$ cat src/rtl/anubis_round_key_buffer.sv
// rtl/anubis_round_key_buffer.sv - round-key store replaying keys to the sigma stage
//
// Holds NUM_KEYS round keys written by the key schedule in index order, then
// streams them one per round to the key-addition stage, ascending for
// encryption and descending for decryption. Keys are replayed bit-exact.
//
// Ports:
//   clk, reset              rising-edge clock, synchronous active-high reset
//   clear                   pulse: drop all keys and return to EMPTY
//   wr_valid/wr_ready/wr_key   key-schedule write handshake
//   loaded                  all NUM_KEYS keys present
//   rd_start, rd_dir        begin a stream (rd_dir: 0 ascending, 1 descending)
//   rd_advance              current key consumed, present the next one
//   skey, skey_valid, skey_idx, skey_last   registered key output
//   done                    pulse after the final key is advanced past

module anubis_round_key_buffer #(
    parameter int NUM_KEYS = 13,
    parameter int KW       = 128,
    localparam int IW      = (NUM_KEYS > 1) ? $clog2(NUM_KEYS) : 1
) (
    input  logic          clk,
    input  logic          reset,
    input  logic          clear,
    input  logic          wr_valid,
    output logic          wr_ready,
    input  logic [KW-1:0] wr_key,
    output logic          loaded,
    input  logic          rd_start,
    input  logic          rd_dir,
    input  logic          rd_advance,
    output logic [KW-1:0] skey,
    output logic          skey_valid,
    output logic [IW-1:0] skey_idx,
    output logic          skey_last,
    output logic          done
);

    typedef enum logic [1:0] {
        S_EMPTY,
        S_LOADING,
        S_LOADED,
        S_STREAM
    } state_t;

    localparam logic [IW-1:0] LAST_IDX = IW'(NUM_KEYS - 1);

    state_t        state;
    logic [KW-1:0] storage [NUM_KEYS];
    logic [IW-1:0] wr_ptr;
    logic          dir;
    logic [IW-1:0] next_idx;
    logic          wr_fire;

    // wr_ready is only high in EMPTY/LOADING, so it alone qualifies the state.
    assign wr_fire = wr_valid && wr_ready && !reset && !clear;

    // Only evaluated while skey_last is low, so it never steps past either end.
    always_comb begin
        next_idx = dir ? (skey_idx - 1'b1) : (skey_idx + 1'b1);
    end

    // Key storage is deliberately not reset; the FSM refuses to stream until
    // a full reload has happened.
    always_ff @(posedge clk) begin
        if (wr_fire) begin
            storage[wr_ptr] <= wr_key;
        end
    end

    always_ff @(posedge clk) begin
        if (reset) begin
            state      <= S_EMPTY;
            wr_ptr     <= '0;
            wr_ready   <= 1'b1;
            loaded     <= 1'b0;
            skey       <= '0;
            skey_valid <= 1'b0;
            skey_idx   <= '0;
            skey_last  <= 1'b0;
            done       <= 1'b0;
            dir        <= 1'b0;
        end else if (clear) begin
            // skey keeps its last value; only its valid flag drops.
            state      <= S_EMPTY;
            wr_ptr     <= '0;
            wr_ready   <= 1'b1;
            loaded     <= 1'b0;
            skey_valid <= 1'b0;
            skey_last  <= 1'b0;
            done       <= 1'b0;
        end else begin
            done <= 1'b0;
            case (state)
                S_EMPTY, S_LOADING: begin
                    if (wr_valid && wr_ready) begin
                        wr_ptr <= wr_ptr + 1'b1;
                        if (wr_ptr == LAST_IDX) begin
                            state    <= S_LOADED;
                            wr_ready <= 1'b0;
                            loaded   <= 1'b1;
                        end else begin
                            state <= S_LOADING;
                        end
                    end
                end
                S_LOADED: begin
                    if (rd_start) begin
                        state      <= S_STREAM;
                        dir        <= rd_dir;
                        skey       <= storage[rd_dir ? LAST_IDX : '0];
                        skey_idx   <= rd_dir ? LAST_IDX : '0;
                        skey_valid <= 1'b1;
                        skey_last  <= (NUM_KEYS == 1);
                    end
                end
                S_STREAM: begin
                    if (rd_advance) begin
                        if (skey_last) begin
                            state      <= S_LOADED;
                            skey_valid <= 1'b0;
                            skey_last  <= 1'b0;
                            done       <= 1'b1;
                        end else begin
                            skey_idx  <= next_idx;
                            skey      <= storage[next_idx];
                            skey_last <= dir ? (next_idx == '0) : (next_idx == LAST_IDX);
                        end
                    end
                end
                default: state <= S_EMPTY;
            endcase
        end
    end

endmodule

$ cat config.mk
export PLATFORM = sky130hd
export DESIGN_NAME = anubis_round_key_buffer
export DESIGN_NICKNAME = d
export VERILOG_FILES = /design/src/rtl/anubis_round_key_buffer.sv
export SDC_FILE = /design/constraint.sdc
export NUM_CORES = 2
export LEC_CHECK = 0
export CORE_UTILIZATION = 39
export DETAILED_ROUTE_END_ITERATION = 6
export PLACE_DENSITY = 0.63
export RECOVER_POWER = 100
export SYNTH_ARGS = -nofsm -noshare
export SYNTH_HDL_FRONTEND = slang
export SYNTH_SLANG_ARGS = --single-unit
$ cat constraint.sdc
create_clock -name clk -period 23.5 [get_ports clk]
set_input_delay 3.525 -clock clk [delete_from_list [all_inputs] [get_ports clk]]
set_output_delay 3.525 -clock clk [all_outputs]
set_load 0.1 [all_outputs]
==> results_dict.tcl <==
set metrics [dict create \
    yosysWarnings 0 \
    period_needed_ps 12900 \
    multi_input_area_um2 16680 \
    start_kind "input pin" \
    antenna_found_initial 43 \
    critical-path-slowest-cell "clkbuf_1" \
    violations "max-capacitance violations, max-slew violations" \
    async_reset_ff_share_pct 0 \
    place.gp.congestion 0.7373 \
    clk_pin_slew_worst_paths_ps 60 \
    grt_pass1_vias 35740 \
    clock_latency_ps 810 \
    ir_drop_mv 0.05691 \
    hold_buffers 0 \
    ctsResizeCount 0 \
    end_kind "register" \
    tns_ps 0 \
    grt_pass1_wl_um 251800 \
    track_usage_pct 19.01 \
    syn-num-nets 3465 \
    dieArea_um2 182600 \
    die_h_um 427.4 \
    area_growth_pct 15.42 \
    dp_hpwl_um 96130 \
    first_pass_iters 5 \
    synth_top_area_share_pct 70.81 \
    rows 155 \
    htreeDepth 4 \
    hold_viol 0 \
    hold_class "register to register" \
    regArea_um2 52850 \
    finalCritPeriodShare_pct 54.91 \
    max-slew-margin-rel_pct -281.7 \
    portBuffers 271 \
    synthTopCellsByCount "edfxtp_1 (1664), mux2i_1 (488), mux4_2 (384)" \
    worstSetupPathType "input pin to register" \
    cts_tree "done" \
    cts-root-buf "clkbuf_16" \
    crit_path_frequent_cell "clkbuf_1" \
    cts_setup_buffers 0 \
    routedWlPerCell_um 28.34 \
    finalWirelength_um 174400 \
    p_leak_nw 26.83 \
    synth_edf_count 1664 \
    max_stage_delay_ps 2810 \
    fmax_ghz 0.07749 \
    route.detailed.drc 0 \
    drv_slew 1945 \
    tightest_slew_ps 5725 \
    synth.distinct_cells 40 \
    worst_ep_required_time_ps 23860 \
    critPathTopFamily "buffers and inverters" \
    synthCells 3322 \
    syn-cell-area_um2 70570 \
    fp.coreArea_um2 179000 \
    die_w_um 427.4 \
    clkSinkCount 1808 \
    grt_overflow_total 0 \
    setup_viol 0 \
    ant_nets 0 \
    avgSynthCellArea_um2 21.24 \
    synth_area_leaders "edfxtp_1 (71%), mux4_2 (12%), mux2i_1 (6.9%)" \
    finalPower_mw 6.463 \
    skew_ps 29.38 \
    drive_gt1_share_pct 18.23 \
    yosysMostFrequentCell "edfxtp_1" \
    seq_area_frac_synth_pct 74.89 \
    status "complete, but fails checks" \
    grt_max_degree 123 \
    synth_flop_cell "edfxtp_1" \
    fillerInstances 15040 \
    clockBufferDepth 3 \
    vias 34250 \
    drtIter0Drc 2845 \
    viasPerCell 5.565 \
    crit_arrival_ps 13260 \
    path_max_fanout 54 \
    path_cells "dlygate4sd3_1 -> or2_0 -> nor4b_1 -> and2_0 -> clkbuf_1 -> clkbuf_1" \
    cp_num_buf_inv 3 \
    fin_nets 3768 \
    start_util_pct 39.42 \
    cts_buffers 180 \
    power.density_nw_per_um2 79.35 \
    max_cap_violations 41 \
    synth_top_area_cell "edfxtp_1" \
    io_pins 272 \
    synth-seq-cells 1808 \
    rsz0062_at_grt "false" \
]
==> worst min-delay path, stage by stage, from the launching register on <==
cell and delay, ps:
dfxtp_1 330, a21oi_1 40, nor2_1 70
==> power by group <==
group	internal [mW]	switching, mW	total (mW)
Sequential	3.52	0.00420	3.52
Clock	1.60	1.22	2.83
Combinational	0.0358	0.0752	0.111
Total	5.16	1.30	6.46
==> final timing paths <==
check,start,endpoint,slack [ps],cells after the start
worst max-delay path,clear,storage[11][109],10600,6
worst min-delay path,loaded,loaded,470,2
worst max register to register,wr_ready,storage[11][109],13920,5
worst min register to register,loaded,loaded,470,2
==> cell families after synthesis <==
logic type | share of synthesized area (%)
XOR/XNOR | 0.1206
buffers and inverters | 1.555
multiplexers | 19.19
adder cells (fa/ha/maj) | 0.1525
AND/OR/NAND/NOR | 0.8457
flip-flops | 74.89
AO/OA/AOI/OAI | 3.239
==> cell usage in the layout, fill, tap and decap left out, types with 3 or more instances in the layout <==
cell type / n
buf_4: 21
clkinv_4: 4
o21ai_0: 3
diode_2: 15
a41o_1: 13
a21oi_1: 136
inv_6: 5
ha_1: 7
clkinv_2: 36
a31oi_1: 4
mux2i_1: 488
inv_1: 3
o221a_1: 115
edfxtp_1: 1664
nor2_1: 30
nand2b_1: 16
nand3_1: 5
bufinv_16: 12
dfxtp_1: 143
a31o_1: 13
clkbuf_16: 182
clkinv_16: 3
clkinv_8: 4
dlygate4sd3_1: 265
buf_12: 5
nand2_1: 45
clkbuf_8: 11
and2_0: 12
clkinvlp_4: 7
clkbuf_1: 86
clkinv_1: 24
mux4_2: 384
xnor2_1: 5
==> sequential cells by signal, indices dropped and copies added, names as in the netlist <==
| register | count |
|---|---|
| skey_last | 1 |
| loaded | 1 |
| storage | 1664 |
| done | 1 |
| skey_valid | 1 |
| state | 2 |
| wr_ptr | 4 |
| wr_ready | 1 |
| skey | 128 |
| dir | 1 |
| skey_idx | 4 |
==> area by class of cell <==
class | instances | share of cell area [%]
diodes | 15 | 0.04609
clock buffers | 245 | 6.017
clock inverters | 96 | 1.151
inverters | 3 | 0.01383
multi-input cells | 1303 | 20.47
flip-flops and latches | 1808 | 64.89
well taps | 2355 | 3.618
repair buffers | 329 | 3.787
==> per-layer routing <==
layer,vias up,global-route usage (%),wire [um]
met5,-,0,34
met4,6,5.494,4705
met3,300,2.729,8608
met2,1080,33.20,90650
met1,18300,24.57,70390
li1,14560,-,-
==> metrics by stage <==
step | cell area, um2 | util, % | hold slack (ps) | worst slack, ps | cells
2_1_floorplan | 70570 | - | 499.5 | 9968 | 3322
3_3_place_gp | 75740 | 42.31 | 454.7 | 15300 | 5798
3_5_place_dp | 75740 | 42.31 | 461.5 | 15290 | 5798
4_1_cts | 81580 | 45.57 | 477.8 | 16160 | 6139
5_1_grt | 81420 | 45.49 | 489.2 | 10020 | 6144
6_report | 81450 | 45.50 | 468.4 | 10600 | 6154
Note: power is estimated with default switching activity, not from simulation.
